## src/rtl/operand_fetch.sv

```systemverilog
// rtl/operand_fetch.sv - issue/operand-fetch stage with writeback bypass and RAW/WAW scoreboard
module operand_fetch #(
    parameter int REG_ADDR_SIZE = 5,
    parameter int REG_SIZE      = 32,
    parameter int NUM_REGS      = 32,
    parameter int ZERO_REG      = 1
) (
    input  logic                     clk,
    input  logic                     reset,
    input  logic                     InValid,
    output logic                     InReady,
    input  logic [REG_ADDR_SIZE-1:0] InRsA,
    input  logic [REG_ADDR_SIZE-1:0] InRsB,
    input  logic [REG_ADDR_SIZE-1:0] InRd,
    input  logic                     InRdWrite,
    output logic [REG_ADDR_SIZE-1:0] RegA,
    output logic [REG_ADDR_SIZE-1:0] RegB,
    input  logic [REG_SIZE-1:0]      Data1,
    input  logic [REG_SIZE-1:0]      Data2,
    input  logic                     WbValid,
    input  logic [REG_ADDR_SIZE-1:0] WbReg,
    input  logic [REG_SIZE-1:0]      WbData,
    output logic                     OutValid,
    input  logic                     OutReady,
    output logic [REG_SIZE-1:0]      OutOpA,
    output logic [REG_SIZE-1:0]      OutOpB,
    output logic [REG_ADDR_SIZE-1:0] OutRd,
    output logic                     OutRdWrite,
    output logic [31:0]              StallCount
);

    logic [NUM_REGS-1:0]      sb_q, sb_d, pend;
    logic                     out_valid_q, out_rd_write_q;
    logic [REG_SIZE-1:0]      out_op_a_q, out_op_b_q;
    logic [REG_ADDR_SIZE-1:0] out_rd_q;
    logic [31:0]              stall_q;
    logic                     hazard, accept;

    function automatic logic is_zero(input logic [REG_ADDR_SIZE-1:0] r);
        return (ZERO_REG != 0) && (r == '0);
    endfunction

    // The regfile write lands on the same edge we sample Data1/Data2, so forward it.
    function automatic logic [REG_SIZE-1:0] sel_op(
        input logic [REG_ADDR_SIZE-1:0] rs,
        input logic [REG_SIZE-1:0]      rf_data,
        input logic                     wb_valid,
        input logic [REG_ADDR_SIZE-1:0] wb_reg,
        input logic [REG_SIZE-1:0]      wb_data
    );
        if (wb_valid && (wb_reg == rs) && !is_zero(rs)) return wb_data;
        else if (is_zero(rs)) return '0;
        else return rf_data;
    endfunction

    always_comb begin
        pend = sb_q;
        if (WbValid) pend[WbReg] = 1'b0;
        if (ZERO_REG != 0) pend[0] = 1'b0;
    end

    assign hazard  = pend[InRsA] | pend[InRsB] | (InRdWrite & pend[InRd]);
    assign InReady = !hazard && (!out_valid_q || OutReady);
    assign accept  = InValid && InReady;

    // Clear before set so a same-cycle clear and re-set of one register leaves it pending.
    always_comb begin
        sb_d = sb_q;
        if (WbValid) sb_d[WbReg] = 1'b0;
        if (accept && InRdWrite && !is_zero(InRd)) sb_d[InRd] = 1'b1;
    end

    always_ff @(posedge clk) begin
        if (reset) begin
            sb_q           <= '0;
            out_valid_q    <= 1'b0;
            out_op_a_q     <= '0;
            out_op_b_q     <= '0;
            out_rd_q       <= '0;
            out_rd_write_q <= 1'b0;
            stall_q        <= '0;
        end else begin
            sb_q <= sb_d;
            if (accept) begin
                out_valid_q    <= 1'b1;
                out_op_a_q     <= sel_op(InRsA, Data1, WbValid, WbReg, WbData);
                out_op_b_q     <= sel_op(InRsB, Data2, WbValid, WbReg, WbData);
                out_rd_q       <= InRd;
                out_rd_write_q <= InRdWrite;
            end else if (OutReady) begin
                out_valid_q <= 1'b0;
            end
            if (InValid && hazard && (stall_q != 32'hFFFF_FFFF)) stall_q <= stall_q + 32'd1;
        end
    end

    assign RegA       = InRsA;
    assign RegB       = InRsB;
    assign OutValid   = out_valid_q;
    assign OutOpA     = out_op_a_q;
    assign OutOpB     = out_op_b_q;
    assign OutRd      = out_rd_q;
    assign OutRdWrite = out_rd_write_q;
    assign StallCount = stall_q;

endmodule

```

## config.mk

```make
export PLATFORM = sky130hd
export DESIGN_NAME = operand_fetch
export DESIGN_NICKNAME = d
export VERILOG_FILES = /design/src/rtl/operand_fetch.sv
export SDC_FILE = /design/constraint.sdc
export NUM_CORES = 1
export LEC_CHECK = 0
export CAP_MARGIN = 20
export CORE_UTILIZATION = 30
export DETAILED_ROUTE_END_ITERATION = 10
export PLACE_DENSITY = 0.54
export RECOVER_POWER = 50
export SLEW_MARGIN = 20
export SYNTH_ARGS = -nofsm -noshare
export SYNTH_HDL_FRONTEND = slang
export SYNTH_SLANG_ARGS = --single-unit
```

## constraint.sdc

```tcl
create_clock -name clk -period 4.5 [get_ports clk]
set_input_delay 1.125 -clock clk [delete_from_list [all_inputs] [get_ports clk]]
set_output_delay 1.125 -clock clk [all_outputs]
set_load 0.03 [all_outputs]
```

After elaboration in Yosys (flattened, before gate mapping). Cells that the tools add are included.

Register bits: 135. Bits in latches: 0. RAM bits: 0. Memory bits (read-only): 0. Bits of input ports: 122. Output and inout bits: 114. Word-level logic and storage cells: 63. Memories: 0.

Add/subtract/negate cells: 1. $mul: 0. Div/mod/pow operators: 0. Order comparisons: 6. Equal/unequal tests: 3. Shifts and indexed selects: 0. Multiplexer cells: 18. Bitwise gates (word level): 6. Reductions and logical operators: 22.

Operators with widths (number): 32-bit 2-to-1 mux (6); 32-bit by 1-bit adder with 32-bit output (second input constant) (1); 32-bit bitwise AND (1); 32-bit != test (second input constant) (1); 32-bit inverter (1); 32-bit bitwise OR (1); 5-bit by 6-bit < comparator with 1-bit output (second input constant) (4); 1-bit binary-select mux with 5-bit select (3); 5-bit logical NOT (3); 1-bit logical AND (12); 1-bit demux with 5-bit select (2); 5-bit == test (2); 5-bit by 1-bit greater-or-equal comparator with 1-bit output (second input constant) (2); 1-bit 2-to-1 mux (7); 1-bit logical NOT (5); 1-bit bitwise OR (2); 2-bit nonzero test (1); 1-bit bitwise AND (1); 1-bit logical OR (1).

Logic depth before layout (Yosys ltp).
Word-level depth: 17. Gate-level depth with buffers: 13. Mapped depth without buffers: 9.

Least setup slack after synthesis. Ideal clock, no wire load.

Path type: input port to output port. Start: input port WbReg[0]. End: output port InReady. Arrival: 3.758 ns. Data required time: 3.375 ns. Path slack: -0.383 ns. Stages: 11. Buffers on the path: 3. Cell sequence: buf_2 or4b_1 o21ai_2 mux2i_1 a211oi_1 a2bb2oi_1 o311ai_1 nor3_2 buf_2 buf_2 and2_1.

Longest elaborated chain between the ends: 13. Elaborated cells on any way between the ends: 19. Classes of those cells: 2 x order compare; 9 x mux; 5 x bitwise; 3 x reduce/logical.

RTL lines: start: declaration (line 21) `input logic [REG_ADDR_SIZE-1:0] WbReg,`; 5-bit by 6-bit < comparator with 1-bit output (implied by the code) / 5-bit by 1-bit greater-or-equal comparator with 1-bit output (equally long branches) (line 58) `if (WbValid) pend[WbReg] = 1'b0;`; 1-bit logical AND (implied by the code) (line 58); 1-bit 2-to-1 mux (implied by the code) (line 58); 1-bit demux with 5-bit select (*) (line 58); 32-bit inverter (no line) (*); 32-bit bitwise AND (no line) (*); 32-bit 2-to-1 mux (*) (line 58); 1-bit binary-select mux with 5-bit select (line 62) `assign hazard = pend[InRsA] | pend[InRsB] | (InRdWrite & pend[InRd]);`; 1-bit 2-to-1 mux (implied by the code) (line 62); 1-bit bitwise OR / 1-bit bitwise AND (equally long branches) (line 62); 1-bit bitwise OR (*) (line 62); 1-bit logical NOT (*) (line 63) `assign InReady = !hazard && (!out_valid_q || OutReady);`; 1-bit logical AND (*) (line 63); end: declaration (line 11) `output logic InReady,`.

Every way passes the cells marked *; elsewhere a longest branch is shown, timed or not. The select of a mux whose other input is x is not followed.

Worst setup path in the final report.
Start: input port WbReg[4]. End: output port InReady.

The elaborated chain is that of the path after synthesis.

==> run metrics <==
Worst-Skew Late Latency between 0.4 and 0.5 ns; clock skew 0.0128 ns; Post-synth top flop dfxtp_1; Hold Vio Cnt, Final 0; CP endpoint kind output port; Hold Crit Start OutRdWrite; DP Area approximately 11000 um2; slowest CP cell or4b_4; maximum vdd ir drop about 0.22 mV; IO Pins 236; Final setup viols 0; commonest non-fill, non-tap cells in the layout 153 x buf_4, 134 x dfxtp_1, 111 x dlygate4sd3_1, 108 x clkdlybuf4s50_1; EDFF count, synth 0; Sink Count roughly 130; first-pass GRT wire length approximately 48000 um; LEAKAGE ~4.7 nW; Max Cap Violations 0; Period minus WS final 4.39 ns; via count between 8k and 9k; net count after synthesis ~1.1k; Mapped Area approximately 7500 um2; Die ar. 25800 um2; Final #Nets approximately 1.4k; CTS max path bufs 2; largest net degree at the start of global routing 53; Synth Instances 948; Layout area overhead 57.5%; number of global-route vias before repair 8455; initial antenna violation count 0; CTS tree yes; Tot Pwr between 3 and 4 mW; crit path DAT approximately 3.3 ns; multi-input logic area approximately 4500 um2; CP bufs+invs 2; Crit. Startpoint WbReg[4]; status completed; Reg clk slew, reported paths ~0.060 ns; dpl cells 1562; Iter 0 DRT Violations 614; Critical Path Start Type primary input; share of cells above drive strength 1 18.6%; Yosys Warn Count 0; port bufs ~240; Post-route DRC 0; total gr overflow 0; Layout Cells excl Fill between 1.5k and 2k; Fmax 228 MHz; Seq/Total Area, Yosys approximately 36%; CORE AREA between 20000 and 25000 um2; Total GRT Usage 23.6%; Final period util between 90% and 100%; DP Wirelength 22300 um; worst stage delay on the critical path between 0.5 and 0.6 ns; Hold Crit Class flip-flop to flip-flop; Post-synth ARST share 0%; Fill cells 2431; Synth Register Bits 134; DRT Wirelength about 30000 um; CP Cell Sequence buf_2 > or4b_4 > o21ai_4 > mux2i_1 > a211oi_2 > a2bb2oi_4 > o311ai_4 > nor3_4 > and2_4 > buf_6; Chip Width around 160 um; accumulated negative setup slack 0 ns; reg2reg start sb_q[6]; pwr dens around 310 nW/um2; most common cell after layout, fill and taps aside buf_4; register area between 2000 and 3000 um2; WP data required 3.38 ns; hold_buf cts 0; DR pass1 iterations 5; critical setup path kind primary input to output port; depth of the CTS H-tree 4; largest fanout on the critical path 6; Final Instance Area 11900 um2; Final ANT Viol Nets 0; Synth cell types 61; final-report max-slew violation count 0; Routability Congestion 0.928; Initial Util a little under a third; antenna diode count 0; vias per std cell 5.36; Worst-Margin Slew 1.06 ns; CTS buffer count 17; RSZ-0062 raised after global routing false; num rows 57; Clock Root Buffer clkbuf_16; slew margin rel. between 20 and 30%; syn avg cell area 7.95 um2; Avg WL per Cell around 19 um; critical path's top delay family simple AND/OR/NAND/NOR gates; Die Y around 160 um
## sequential cells by signal, indices dropped and copies added, names as in the netlist
| name | cells |
|---|---|
| OutRd | 5 |
| OutValid | 1 |
| StallCount | 32 |
| OutOpB | 32 |
| sb_q | 31 |
| OutOpA | 32 |
| OutRdWrite | 1 |
## synthesized netlist by cell type (18+ instances only)
cell	n	area, um2
dfxtp_1	134	2680
nor2_1	102	383
a21oi_1	100	500
and3_1	75	469
a211oi_1	66	495
clkbuf_1	65	244
nand2_1	31	116
o21ai_0	29	145
nand3_1	28	140
nand4_1	26	163
nor2b_1	22	138
o31ai_1	22	165
or4_1	21	158
buf_2	20	100
nand2b_1	19	119
o32ai_1	18	158
## worst paths after layout
kind              slack [ns]            end  cells past startpoint
setup reg to reg        1.36  StallCount[3]                     10
hold reg to reg         0.49     OutRdWrite                      2
hold / removal          0.49     OutRdWrite                      2
setup / recovery        0.11        InReady                     10
## per-stage QoR
| stage | hold slack [ns] | util, % | setup slack (ns) |
|---|---|---|---|
| 6_report | 0.489 | 48.6 | 0.111 |
| 2_1_floorplan | 0.473 | - | -0.152 |
| 3_5_place_dp | 0.484 | 45.4 | -0.505 |
| 4_1_cts | 0.494 | 48.5 | 0.00499 |
| 3_3_place_gp | 0.474 | 45.4 | -0.490 |
| 5_1_grt | 0.510 | 48.6 | 0.00332 |
## worst register-to-register path, delay by kind of cell, from the launching register on
family          cells  cell delay [ns]
compound gates      4             0.66
buf+inv             2             0.61
flops               1             0.36
simple gates        4             1.46
## where the power goes
| group | total [mW] | internal (mW) | switching [mW] |
|---|---|---|---|
| Clock | 1.54 | 0.937 | 0.602 |
| Combinational | 0.900 | 0.396 | 0.504 |
| Sequential | 1.29 | 1.26 | 0.0359 |
| Total | 3.73 | 2.59 | 1.14 |
## layout make-up
| type | count | share of cell area (%) |
|---|---|---|
| tap | 324 | 3.41 |
| multi-input combinational | 709 | 38.3 |
| clock inverter | 13 | 1.66 |
| clock buffer | 18 | 3.61 |
| timing repair buffer | 395 | 30.3 |
| inverter | 5 | 0.158 |
| sequential | 134 | 22.6 |
## cell families (layout without fill, tap and decap cells)
family,count (synthesis),after routing,share of synthesized area (%)
muxes,20,20,2.97
DFF,134,134,35.6
AOI/OAI and AO/OA,293,293,25.4
buffers and inverters,105,431,6.21
xor gates and xnor gates,10,10,1.16
and+or+nand+nor,385,385,28.5
adders and majority gates,1,1,0.166
## per-layer routing
metal	GRT usage, %	up-vias	wire, um
met5	0	-	0
met3	6.95	37	2430
met1	30.9	4006	13500
met4	6.84	0	685
met2	37.4	301	13800
li1	-	4219	-
## timing repair
action,in CTS,in global routing
pin swaps,13,12
setup endpoints to repair,1,1
setup buffers,4,1
resized for setup,49,28
(Power assumes the default switching activity.)
